--- src/rtl/serial_frame_rx_pkg.sv ---
// Shared types and constants for the serial frame receiver.
//   rx_state_t  : receiver FSM states (PARITY only reachable with SERIAL_FRAME_RX_PARITY_EN)
//   SYNC_STAGES : depth of the serial_in synchronizer
package serial_frame_rx_pkg;

    typedef enum logic [2:0] {
        IDLE,
        START,
        DATA,
        PARITY,
        STOP,
        LOAD
    } rx_state_t;

    localparam int unsigned SYNC_STAGES = 2;

endpackage

--- src/rtl/flex_stp_sr.sv ---
// Parameterized serial-to-parallel shift register.
// SHIFT_MSB=1 shifts toward the MSB (first bit in ends at parallel_out[NUM_BITS-1]);
// SHIFT_MSB=0 shifts toward the LSB (first bit in ends at parallel_out[0]).
// Ports:
//   clk          : clock, rising edge
//   rst          : synchronous active-high reset, loads all ones
//   shift_enable : shift serial_in in this cycle
//   serial_in    : bit to shift in
//   parallel_out : current register contents
module flex_stp_sr #(
    parameter int unsigned NUM_BITS  = 8,
    parameter bit          SHIFT_MSB = 1'b1
) (
    input  logic                clk,
    input  logic                rst,
    input  logic                shift_enable,
    input  logic                serial_in,
    output logic [NUM_BITS-1:0] parallel_out
);

    logic [NUM_BITS-1:0] data_q;

    always_ff @(posedge clk) begin
        if (rst) begin
            data_q <= '1;
        end else if (shift_enable) begin
            if (SHIFT_MSB) begin
                data_q <= {data_q[NUM_BITS-2:0], serial_in};
            end else begin
                data_q <= {serial_in, data_q[NUM_BITS-1:1]};
            end
        end
    end

    assign parallel_out = data_q;

endmodule

--- src/rtl/serial_frame_rx.sv ---
// Serial-to-parallel frame receiver for an idle-high framed serial line.
// Detects the start bit on the synchronized line, samples each bit at mid-bit,
// checks the stop bit and presents the word with a ready/read handshake.
// Optional feature macro: SERIAL_FRAME_RX_PARITY_EN adds one even-parity bit
// between the data bits and the stop bit.
// Ports:
//   clk           : clock, rising edge
//   rst           : synchronous active-high reset
//   serial_in     : asynchronous serial line, idle high
//   data_read     : consumer acknowledge pulse for rx_data
//   rx_data       : last valid received word
//   data_ready    : rx_data holds an unread word
//   framing_error : last frame had stop bit = 0
//   overrun_error : a valid word overwrote an unread word
//   parity_error  : last frame failed the parity check (0 without the macro)
//   rx_busy       : FSM not in IDLE
module serial_frame_rx
    import serial_frame_rx_pkg::*;
#(
    parameter int unsigned DATA_BITS    = 8,
    parameter int unsigned CLKS_PER_BIT = 10,
    parameter int unsigned MSB_FIRST    = 1
) (
    input  logic                 clk,
    input  logic                 rst,
    input  logic                 serial_in,
    input  logic                 data_read,
    output logic [DATA_BITS-1:0] rx_data,
    output logic                 data_ready,
    output logic                 framing_error,
    output logic                 overrun_error,
    output logic                 parity_error,
    output logic                 rx_busy
);

    localparam int unsigned TW = $clog2(CLKS_PER_BIT);
    localparam int unsigned CW = $clog2(DATA_BITS + 1);

    // The timer starts at 0 on the cycle after each sample point, so a sample
    // lands when it reads N-1.
    localparam logic [TW-1:0] TIMER_LAST = TW'(CLKS_PER_BIT - 1);
    localparam logic [TW-1:0] HALF_LAST  = TW'(CLKS_PER_BIT / 2 - 1);
    localparam logic [CW-1:0] CNT_LAST   = CW'(DATA_BITS - 1);

    // Synchronizer and edge detect
    logic [SYNC_STAGES-1:0] sync_q;
    logic                   line_prev_q;
    logic                   line;
    logic                   fall;

    always_ff @(posedge clk) begin
        if (rst) begin
            sync_q      <= '1;
            line_prev_q <= 1'b1;
        end else begin
            sync_q      <= {sync_q[SYNC_STAGES-2:0], serial_in};
            line_prev_q <= line;
        end
    end

    assign line = sync_q[SYNC_STAGES-1];
    assign fall = line_prev_q & ~line;

    // FSM, bit timer, bit counter
    rx_state_t     state_q, state_d;
    logic [TW-1:0] timer_q, timer_d;
    logic [CW-1:0] bit_cnt_q, bit_cnt_d;
    logic          stop_q, stop_d;
    logic          shift_en;
    logic [DATA_BITS-1:0] shift_data;

`ifdef SERIAL_FRAME_RX_PARITY_EN
    logic parity_bit_q, parity_bit_d;
`endif

    always_ff @(posedge clk) begin
        if (rst) begin
            state_q   <= IDLE;
            timer_q   <= '0;
            bit_cnt_q <= '0;
            stop_q    <= 1'b1;
        end else begin
            state_q   <= state_d;
            timer_q   <= timer_d;
            bit_cnt_q <= bit_cnt_d;
            stop_q    <= stop_d;
        end
    end

`ifdef SERIAL_FRAME_RX_PARITY_EN
    always_ff @(posedge clk) begin
        if (rst) begin
            parity_bit_q <= 1'b0;
        end else begin
            parity_bit_q <= parity_bit_d;
        end
    end
`endif

    always_comb begin
        state_d   = state_q;
        timer_d   = timer_q + TW'(1);
        bit_cnt_d = bit_cnt_q;
        stop_d    = stop_q;
        shift_en  = 1'b0;
`ifdef SERIAL_FRAME_RX_PARITY_EN
        parity_bit_d = parity_bit_q;
`endif
        unique case (state_q)
            IDLE: begin
                timer_d = '0;
                if (fall) begin
                    state_d = START;
                end
            end
            START: begin
                if (timer_q == HALF_LAST) begin
                    timer_d   = '0;
                    bit_cnt_d = '0;
                    // Line already back high at mid start bit: treat as a glitch.
                    state_d   = line ? IDLE : DATA;
                end
            end
            DATA: begin
                if (timer_q == TIMER_LAST) begin
                    timer_d  = '0;
                    shift_en = 1'b1;
                    if (bit_cnt_q == CNT_LAST) begin
`ifdef SERIAL_FRAME_RX_PARITY_EN
                        state_d = PARITY;
`else
                        state_d = STOP;
`endif
                    end else begin
                        bit_cnt_d = bit_cnt_q + CW'(1);
                    end
                end
            end
            PARITY: begin
`ifdef SERIAL_FRAME_RX_PARITY_EN
                if (timer_q == TIMER_LAST) begin
                    timer_d      = '0;
                    parity_bit_d = line;
                    state_d      = STOP;
                end
`else
                timer_d = '0;
                state_d = IDLE;
`endif
            end
            STOP: begin
                if (timer_q == TIMER_LAST) begin
                    timer_d = '0;
                    stop_d  = line;
                    state_d = LOAD;
                end
            end
            LOAD: begin
                timer_d = '0;
                state_d = IDLE;
            end
            default: begin
                timer_d = '0;
                state_d = IDLE;
            end
        endcase
    end

    flex_stp_sr #(
        .NUM_BITS  (DATA_BITS),
        .SHIFT_MSB (MSB_FIRST != 0)
    ) u_shift (
        .clk          (clk),
        .rst          (rst),
        .shift_enable (shift_en),
        .serial_in    (line),
        .parallel_out (shift_data)
    );

    // Output registers
    logic                 load_cycle;
    logic                 parity_ok;
    logic                 valid_load;
    logic [DATA_BITS-1:0] rx_data_q, rx_data_d;
    logic                 data_ready_q, data_ready_d;
    logic                 framing_q, framing_d;
    logic                 overrun_q, overrun_d;

`ifdef SERIAL_FRAME_RX_PARITY_EN
    logic parity_err_q, parity_err_d;
    // Even parity: data bits plus parity bit carry an even number of ones.
    assign parity_ok = ~(^{shift_data, parity_bit_q});
`else
    assign parity_ok = 1'b1;
`endif

    assign load_cycle = (state_q == LOAD);
    assign valid_load = load_cycle & stop_q & parity_ok;

    always_comb begin
        rx_data_d    = rx_data_q;
        data_ready_d = data_ready_q;
        framing_d    = framing_q;
        overrun_d    = overrun_q;
`ifdef SERIAL_FRAME_RX_PARITY_EN
        parity_err_d = parity_err_q;
`endif
        if (valid_load) begin
            rx_data_d    = shift_data;
            data_ready_d = 1'b1;
            framing_d    = 1'b0;
`ifdef SERIAL_FRAME_RX_PARITY_EN
            parity_err_d = 1'b0;
`endif
            // A read in the same cycle consumes the old word, so no overrun.
            if (data_ready_q && !data_read) begin
                overrun_d = 1'b1;
            end else if (data_read) begin
                overrun_d = 1'b0;
            end
        end else begin
            if (load_cycle && !stop_q) begin
                framing_d = 1'b1;
            end
`ifdef SERIAL_FRAME_RX_PARITY_EN
            if (load_cycle && stop_q && !parity_ok) begin
                parity_err_d = 1'b1;
            end
`endif
            if (data_read) begin
                data_ready_d = 1'b0;
                overrun_d    = 1'b0;
            end
        end
    end

    always_ff @(posedge clk) begin
        if (rst) begin
            rx_data_q    <= '1;
            data_ready_q <= 1'b0;
            framing_q    <= 1'b0;
            overrun_q    <= 1'b0;
        end else begin
            rx_data_q    <= rx_data_d;
            data_ready_q <= data_ready_d;
            framing_q    <= framing_d;
            overrun_q    <= overrun_d;
        end
    end

`ifdef SERIAL_FRAME_RX_PARITY_EN
    always_ff @(posedge clk) begin
        if (rst) begin
            parity_err_q <= 1'b0;
        end else begin
            parity_err_q <= parity_err_d;
        end
    end

    assign parity_error = parity_err_q;
`else
    assign parity_error = 1'b0;
`endif

    assign rx_data       = rx_data_q;
    assign data_ready    = data_ready_q;
    assign framing_error = framing_q;
    assign overrun_error = overrun_q;
    assign rx_busy       = (state_q != IDLE);

endmodule

--- config.mk ---
export PLATFORM = sky130hd
export DESIGN_NAME = serial_frame_rx
export DESIGN_NICKNAME = d
export VERILOG_FILES = /design/src/rtl/serial_frame_rx_pkg.sv /design/src/rtl/flex_stp_sr.sv /design/src/rtl/serial_frame_rx.sv
export SDC_FILE = /design/constraint.sdc
export NUM_CORES = 1
export LEC_CHECK = 0
export CORE_ASPECT_RATIO = 1.75
export CORE_MARGIN = 8
export CORE_UTILIZATION = 54
export CTS_CLUSTER_SIZE = 12
export DETAILED_ROUTE_END_ITERATION = 12
export PLACE_DENSITY = 0.82
export SETUP_SLACK_MARGIN = 0.2
export SKIP_LAST_GASP = 1
export SLEW_MARGIN = 20
export SYNTH_ARGS = -nofsm -noshare
export SYNTH_HDL_FRONTEND = slang
export SYNTH_SLANG_ARGS = --single-unit
--- constraint.sdc ---
create_clock -name clk -period 2 [get_ports clk]
set_input_delay 0.2 -clock clk [delete_from_list [all_inputs] [get_ports clk]]
set_output_delay 0.2 -clock clk [all_outputs]
set_load 0.005 [all_outputs]
* Word-level counts from Yosys, hierarchy flattened
Index checks and enable logic that the tools add are counted.
** Storage, ports and cells
- Word-level logic and storage cells :: 63
- Output and inout bits :: 13
- Register bits :: 34
** Cells by class
- Muxes and demuxes :: 21
- Bitwise operators :: 3
- Reduce and logical (&&, ||, !) cells :: 13
- $add $sub $neg :: 2
- Equal/unequal tests :: 13
** Operators by type and width (number)
- 4-bit 2-to-1 mux :: 5
- 4-bit one-hot mux with 2 select lines :: 2
- 3-bit 2-to-1 mux :: 5
- 2-bit inequality test (second input constant) :: 6
- 3-bit one-hot mux with 4 select lines :: 1
- 4-bit by 1-bit adder with 4-bit output (second input constant) :: 2
- 4-bit by 3-bit equality test with 1-bit output (second input constant) :: 2
- 1-bit 2-to-1 mux :: 7
- 3-bit equality test (second input constant) :: 2
- 5-bit AND reduction :: 1
- 4-bit equality test (second input constant) :: 1
- 4-bit AND reduction :: 1
- 2-bit nonzero test :: 2
- 2-bit OR reduction :: 2
- 3-bit by 1-bit equality test with 1-bit output (second input constant) :: 1
- 3-bit by 2-bit equality test with 1-bit output (second input constant) :: 1
- 3-bit zero test :: 1
- 3-bit nonzero test :: 1
- 1-bit bitwise AND :: 2
- 1-bit logical AND :: 2
- 1-bit zero test :: 2
- 2-bit 2-to-1 mux :: 1
- 2-bit AND reduction :: 1
- 1-bit NOT :: 1

* Depth between registers and ports, before layout
Gate-level depths: netlist of the first run.
- Depth in word-level cells :: 4
- Gate-level depth with buffers :: 8
- Depth with buffers taken out :: 6

* Modules after synthesis
From an unflattened synthesis of the first run, not the netlist that was laid out.
** Unflattened totals
- Cells, all modules :: 156
- Area total of the unflattened synthesis :: 1475.2 um^2
** Modules (own cells, without submodules)
- serial_frame_rx :: instances 1, sequential area each 520.5 um^2, cells each 130, area each 1172.4 um^2
- flex_stp_sr :: instances 1, sequential area each 160.2 um^2, cells each 26, area each 302.8 um^2

* Least setup slack after synthesis of the first run
OpenSTA, ideal clock, no wires.
- Path type :: register to register
- Start :: reg state_q[2]
- End :: reg bit_cnt_q[3]
- Clock period less this slack :: 1.800 ns
- Required time :: 1.930 ns
- Arrival :: 1.730 ns
- Path slack :: 0.200 ns
- Stages on the path, launching flop included :: 6
- Cells stage by stage :: dfxtp_1 -> buf_6 -> or3b_4 -> o32a_4 -> or4_1 -> a21oi_1
** On the way
- Word-level cells in the longest chain between the ends :: 3
- Elaborated cells between the ends (all ways) :: 8
** Ends and longest elaborated chain
- start: declaration :: RTL line serial_frame_rx.sv:65 : rx_state_t state_q, state_d;
- start signal: assignment :: RTL line serial_frame_rx.sv:83 : state_q <= state_d;
- 3-bit by 2-bit equality test with 1-bit output / 3-bit by 1-bit equality test with 1-bit output (equally long branches) :: RTL line serial_frame_rx.sv:109 : unique case (state_q)
- 2-bit inequality test (no source line) / 2-bit nonzero test (equally long branches)
- 4-bit AND reduction (no source line)
- end signal: assignment :: RTL line serial_frame_rx.sv:85 : bit_cnt_q <= bit_cnt_d;
- end: declaration :: RTL line serial_frame_rx.sv:67 : logic [CW-1:0] bit_cnt_q, bit_cnt_d;
Several ways; a longest one is shown, not always the timed one.
A chain may end at the register's enable or synchronous reset.

* Worst setup path in the final report of the first run
Ends and elaborated chain as after synthesis.

==> impl_metrics.env, run 1 <==
export IMPL_status="finished, final reports clean"
export IMPL_dr_first_iter_drc_count=22
export IMPL_critPathMaxStageDelay_ns=0.50
export IMPL_regToRegSetupSlack_ns=0.25
export IMPL_antenna_cells=0
export IMPL_worstSetupEndpointType="flop"
export IMPL_number_of_setup_violations_in_the_final_report=0
export IMPL_number_of_different_library_cells_in_the_post_synthesis_netlist=38
export IMPL_clock_fmax_mhz=573
export IMPL_crit_chain="or3b_1, o32a_4, or4_1, a21oi_1"
export IMPL_synth_enable_flop_cells=0
export IMPL_hold_path_class="reg -> reg"
export IMPL_layout_cells_most_common="nand2_1"
export IMPL_cp_data_required_time_ns=2.22
export IMPL_pre_cts_ws_ns=0.153
export IMPL_grt_pass1_vias=1218
export IMPL_regArea_sq_um=691
export IMPL_cts_htree_levels=2
export IMPL_area_delta_synth_final_pct=18.7
export IMPL_globalplace_congestion=0.818
export IMPL_finish_instance_area_sq_mm=0.00172
export IMPL_launching_element_type_of_the_critical_path="flop"
export IMPL_final_cycle_share_pct=87.3
export IMPL_clk_latency_ns=0.28
export IMPL_yosys_warning_total=0
export IMPL_port_buffers=15
export IMPL_synth_sequential_area_ratio_pct=46.9
export IMPL_min_from="sync_q[0]"
export IMPL_power_static_leakage_nw=0.717
export IMPL_grt_antenna_before_repair=0
export IMPL_crit_reg2reg_launch="state_q[2]"
export IMPL_power_per_cell_area_mw_per_mm2=793
export IMPL_clkSlewWorstSetupHoldPaths_ns=0.07
export IMPL_antenna_left=0
export IMPL_ios=17
export IMPL_initial_core_util_pct=55.2
export IMPL_yosys_most_used_dff="dfxtp_1"
export IMPL_fin_cells=206
export IMPL_multi_input_area_sq_um=714
export IMPL_detailedRoute_firstPassIterationCount=4
export IMPL_cts_sinks=34
export IMPL_die_h_um=84.6
export IMPL_remaining_drc_errors=0
export IMPL_area_post_placement_sq_mm=0.00160
export IMPL_cts_buffers_inserted=5
export IMPL_slew_viol_final=0
export IMPL_root_buffer="clkbuf_8"
export IMPL_critical_path_start_end_classification="reg -> reg"
export IMPL_synthesized_nets=170
export IMPL_cp_arrival_ns=1.97
export IMPL_grt_setup_unrepaired="false"
export IMPL_count_of_fill_cells_added_during_filler_insertion=238
export IMPL_post_dp_hpwl_um=2190
export IMPL_average_wire_per_standard_cell_um=14.7
export IMPL_synthesis_instances=162
export IMPL_maximum_resistive_drop_on_vdd_v=0.000483
export IMPL_postLayoutSetupSlackWorst_ns=0.254
export IMPL_critical_path_reg2reg_endpoint="bit_cnt_q[3]"
export IMPL_hold_path_end="sync_q[1]"
export IMPL_timing_hold_ws_ns=0.415
export IMPL_fp_row_count=25
export IMPL_reg2reg_depth=4
export IMPL_ys_seq_elements=34
export IMPL_share_of_post_route_cells_with_drive_strength_above_1_pct=13.4
export IMPL_placed_cells=197
export IMPL_cap_viol_max_count=0
export IMPL_setup_tns_ns=0
export IMPL_final_period_minus_worst_setup_slack_ns=1.75
export IMPL_die_width_um=55.2
export IMPL_async_set_or_reset_flop_fraction_in_the_synthesized_netlist_pct=0
export IMPL_grt_max_degree=16
export IMPL_grt_total_usage_pct=14.5
export IMPL_drt_vias_per_instance=5.59
export IMPL_mappedNetlistArea_sq_mm=0.00145
export IMPL_hold_path_depth=1
export IMPL_tritoncts="done"
export IMPL_die_area_sq_mm=0.00467
export IMPL_wirelength_um=3020
export IMPL_crit_fanout=10
export IMPL_finish_net_count=186
export IMPL_clock_skew_ns=0.00473
export IMPL_first_pass_grt_wire_length_um=5130
export IMPL_grt_remaining_overflow=0
export IMPL_route_vias_total=1151
export IMPL_mostFrequentLayoutCells="34 x nand2_1, 30 x dfxtp_1, 19 x nand3b_1"
export IMPL_crit_slowest_cell="or3b_1"
export IMPL_core_sq_mm=0.00263
export IMPL_ctsLongestPathBuffers=2
export IMPL_number_of_hold_violations_in_the_final_report=0
export IMPL_synth_area_per_cell_sq_um=8.95
## per-layer routing
| metal | track usage [%] | vias up | part of all wire [%] |
|---|---|---|---|
| li1 | - | 575 | - |
| met1 | 13.0 | 538 | 37 |
| met2 | 24.5 | 23 | 56 |
| met3 | 4.78 | 15 | 3.4 |
| met4 | 10.3 | 0 | 3.6 |
| met5 | 0 | - | 0 |
## power breakdown
group | internal, mW | leakage [nW] | switching [mW]
Sequential | 0.696 | 0.278 | 0.0210
Clock | 0.277 | 0.0482 | 0.236
Combinational | 0.0702 | 0.391 | 0.0646
## worst max path at each step
stage                from  slack, ns           end
6_report       state_q[2]       0.25  bit_cnt_q[3]
2_1_floorplan  timer_q[1]       0.24    state_q[1]
4_1_cts        timer_q[1]       0.22    state_q[1]
3_3_place_gp   state_q[0]       0.23  bit_cnt_q[3]
5_1_grt        timer_q[1]       0.20    state_q[1]
3_5_place_dp   state_q[0]       0.15  bit_cnt_q[3]
## cell families after synthesis
kind of cell,share of synthesized area [%]
DFF,46.9
and+or+nand+nor,32.9
xor gates and xnor gates,1.81
other,0.259
adders and majority gates,3.45
buffers and inverters,4.49
muxes,1.47
AOI/OAI and AO/OA,8.72
## cells in the mapped netlist, drive strengths merged, types with 2 or more instances
library cell	instances	area, sq um
o32a	2	32.5
nor3	2	10.0
or3	3	18.8
nand2b	2	12.5
ha	4	50.1
a21oi	8	40.0
xnor2	2	17.5
nand3	3	15.0
nand3b	19	143
or3b	2	20.0
buf	4	31.3
dfxtp	34	681
o21ai	4	20.0
nor2b	3	18.8
nand2	34	128
or2	4	25.0
inv	3	11.3
nor2	7	26.3
clkbuf	6	22.5
and3b	3	26.3
## state kept, by name (all words and copies together) (netlist names)
signal	count
stop_q	1
rx_data	8
state_q	3
data_ready	1
u_shift.parallel_out	8
bit_cnt_q	4
timer_q	4
sync_q	2
line_prev_q	1
framing_error	1
overrun_error	1
## through the flow
step,util [%],power (mW)
after CTS,65.0,1.38
after global placement,61.0,0.850
final,65.5,1.36
after floorplan,-,0.818
after global routing,65.5,1.42
after detailed placement,61.0,0.865
## critical path, delay by kind of cell (launching register included)
| kind | cells | cell delay [ns] |
|---|---|---|
| AOI/OAI and AO/OA | 2 | 0.41 |
| DFF | 1 | 0.37 |
| and+or+nand+nor | 2 | 0.91 |
## repair_timing
item,4_1_cts,5_1_grt
pin swaps,0,1
resized for setup,4,5
setup endpoints to repair,3,3
buffers inserted,1,0
hold buffers,0,0
## layout make-up
class	instances	area share, %
clock buffers	7	5.01
clock inverters	1	0.291
inverters	3	0.654
multi-input cells	115	41.5
flip-flops and latches	34	40.1
well taps	27	1.96
repair buffers	19	10.5
Power figures use the tool's default switching activity.
==> inputs of run 2 (changes only) <==
- CORE_MARGIN: 8 -> 3
==> run 2 against run 1 <==
Hold slack better by 0.0075 ns. Routed wire length decreased by 0.13%. Highest routed layer unchanged. Fmax fell by 1.0%. Sequential cell count stayed put.
==> impl_metrics.env, run 2 (synthesis gave the netlist of run 1 again) <==
export IMPL_hold_path_depth=1
export IMPL_setup_tns_ns=0
export IMPL_antenna_left=0
export IMPL_cts_htree_levels=2
export IMPL_wirelength_um=3020
export IMPL_cts_buffers_inserted=5
export IMPL_detailedRoute_firstPassIterationCount=4
export IMPL_area_delta_synth_final_pct=20.2
export IMPL_hold_path_class="reg -> reg"
export IMPL_clk_latency_ns=0.28
export IMPL_hold_path_end="sync_q[1]"
export IMPL_launching_element_type_of_the_critical_path="flop"
export IMPL_grt_total_usage_pct=20.4
export IMPL_cts_sinks=34
export IMPL_fin_cells=208
export IMPL_antenna_cells=0
export IMPL_fp_row_count=24
export IMPL_mostFrequentLayoutCells="34 x nand2_1, 30 x dfxtp_1, 19 x nand3b_1"
export IMPL_clock_skew_ns=0.00351
export IMPL_cp_arrival_ns=1.93
export IMPL_share_of_post_route_cells_with_drive_strength_above_1_pct=14.8
export IMPL_post_dp_hpwl_um=2020
export IMPL_reg2reg_depth=6
export IMPL_tritoncts="done"
export IMPL_layout_cells_most_common="nand2_1"
export IMPL_clock_fmax_mhz=567
export IMPL_critical_path_reg2reg_endpoint="state_q[1]"
export IMPL_die_width_um=45.2
export IMPL_cap_viol_max_count=0
export IMPL_ios=17
export IMPL_die_h_um=74.6
export IMPL_first_pass_grt_wire_length_um=4930
export IMPL_critical_path_start_end_classification="reg -> reg"
export IMPL_route_vias_total=1193
export IMPL_slew_viol_final=0
export IMPL_die_area_sq_mm=0.00337
export IMPL_maximum_resistive_drop_on_vdd_v=0.000545
export IMPL_placed_cells=195
export IMPL_initial_core_util_pct=57.5
export IMPL_grt_setup_unrepaired="false"
export IMPL_min_from="sync_q[0]"
export IMPL_power_static_leakage_nw=0.732
export IMPL_core_sq_mm=0.00252
export IMPL_final_cycle_share_pct=88.2
export IMPL_dr_first_iter_drc_count=46
export IMPL_number_of_setup_violations_in_the_final_report=0
export IMPL_regToRegSetupSlack_ns=0.24
export IMPL_worstSetupEndpointType="flop"
export IMPL_root_buffer="clkbuf_8"
export IMPL_power_per_cell_area_mw_per_mm2=774
export IMPL_grt_remaining_overflow=0
export IMPL_clkSlewWorstSetupHoldPaths_ns=0.06
export IMPL_cp_data_required_time_ns=2.17
export IMPL_grt_antenna_before_repair=0
export IMPL_drt_vias_per_instance=5.74
export IMPL_crit_reg2reg_launch="timer_q[1]"
export IMPL_finish_net_count=190
export IMPL_globalplace_congestion=0.797
export IMPL_number_of_hold_violations_in_the_final_report=0
export IMPL_port_buffers=15
export IMPL_ctsLongestPathBuffers=2
export IMPL_grt_max_degree=24
export IMPL_final_period_minus_worst_setup_slack_ns=1.76
export IMPL_status="finished, final reports clean"
export IMPL_grt_pass1_vias=1127
export IMPL_totalPowerFinal_mw=1.35
export IMPL_average_wire_per_standard_cell_um=14.5
export IMPL_remaining_drc_errors=0
export IMPL_crit_fanout=6
==> run 2: worst max-delay path by stage <==
| stage | from | endpoint | slack, ns | cells after the start |
|---|---|---|---|---|
| finish | timer_q[1] | state_q[1] | 0.24 | 6 |
| global route | timer_q[1] | state_q[1] | 0.18 | 6 |
| CTS | state_q[0] | bit_cnt_q[3] | 0.19 | 4 |
| detailed placement | state_q[0] | bit_cnt_q[3] | 0.15 | 4 |
| global placement | state_q[0] | bit_cnt_q[3] | 0.24 | 4 |
| floorplan | timer_q[1] | state_q[1] | 0.24 | 7 |
==> run 2: critical path: stages (launching register included) <==
cell and delay [ns]:
dfxtp_2 0.34, inv_1 0.06, ha_1 0.17, and3b_2 0.24
o32a_1 0.39, o221ai_2 0.12, mux2_4 0.33
==> run 2: area by class of cell <==
cell class                      instances  area [sq um]
Multi-Input combinational cell        115           722
Fill cell                             197           779
Tap cell                               26          32.5
Timing Repair Buffer                   23           210
Sequential cell                        34           691
Clock buffer                            7          76.3
Inverter                                3          11.3
==> run 2: what timing repair did <==
action / CTS / global route
hold buffers: 0 / 0
pin swaps: 0 / 3
gates cloned: 0 / 0
gates resized for setup: 6 / 5
setup endpoints to repair: 3 / 3
setup buffers: 0 / 6
==> run 2: stage by stage <==
stage	setup slack [ns]	instance area (sq um)	util, %	hold slack (ns)
final	0.236	1740	69.1	0.423
after global routing	0.176	1740	69.1	0.419
after CTS	0.194	1680	66.8	0.413
after detailed placement	0.146	1590	63.2	0.399
after global placement	0.236	1590	63.2	0.392
after floorplan	0.236	1450	-	0.279
==> run 2: report_power, final <==
part | leakage [nW] | internal, mW | switching [mW] | total (mW)
Clock | 0.0383 | 0.239 | 0.223 | 0.462
Combinational | 0.416 | 0.0924 | 0.0779 | 0.170
Sequential | 0.278 | 0.696 | 0.0195 | 0.716
Total | 0.732 | 1.03 | 0.321 | 1.35
==> run 2: layer usage <==
layer | wire (um) | track usage, % | vias up
met3 | 107 | 6.54 | 9
met4 | 91 | 11.4 | 0
met2 | 1660 | 37.4 | 23
met5 | 0 | 0 | -
li1 | - | - | 588
met1 | 1160 | 18.9 | 573
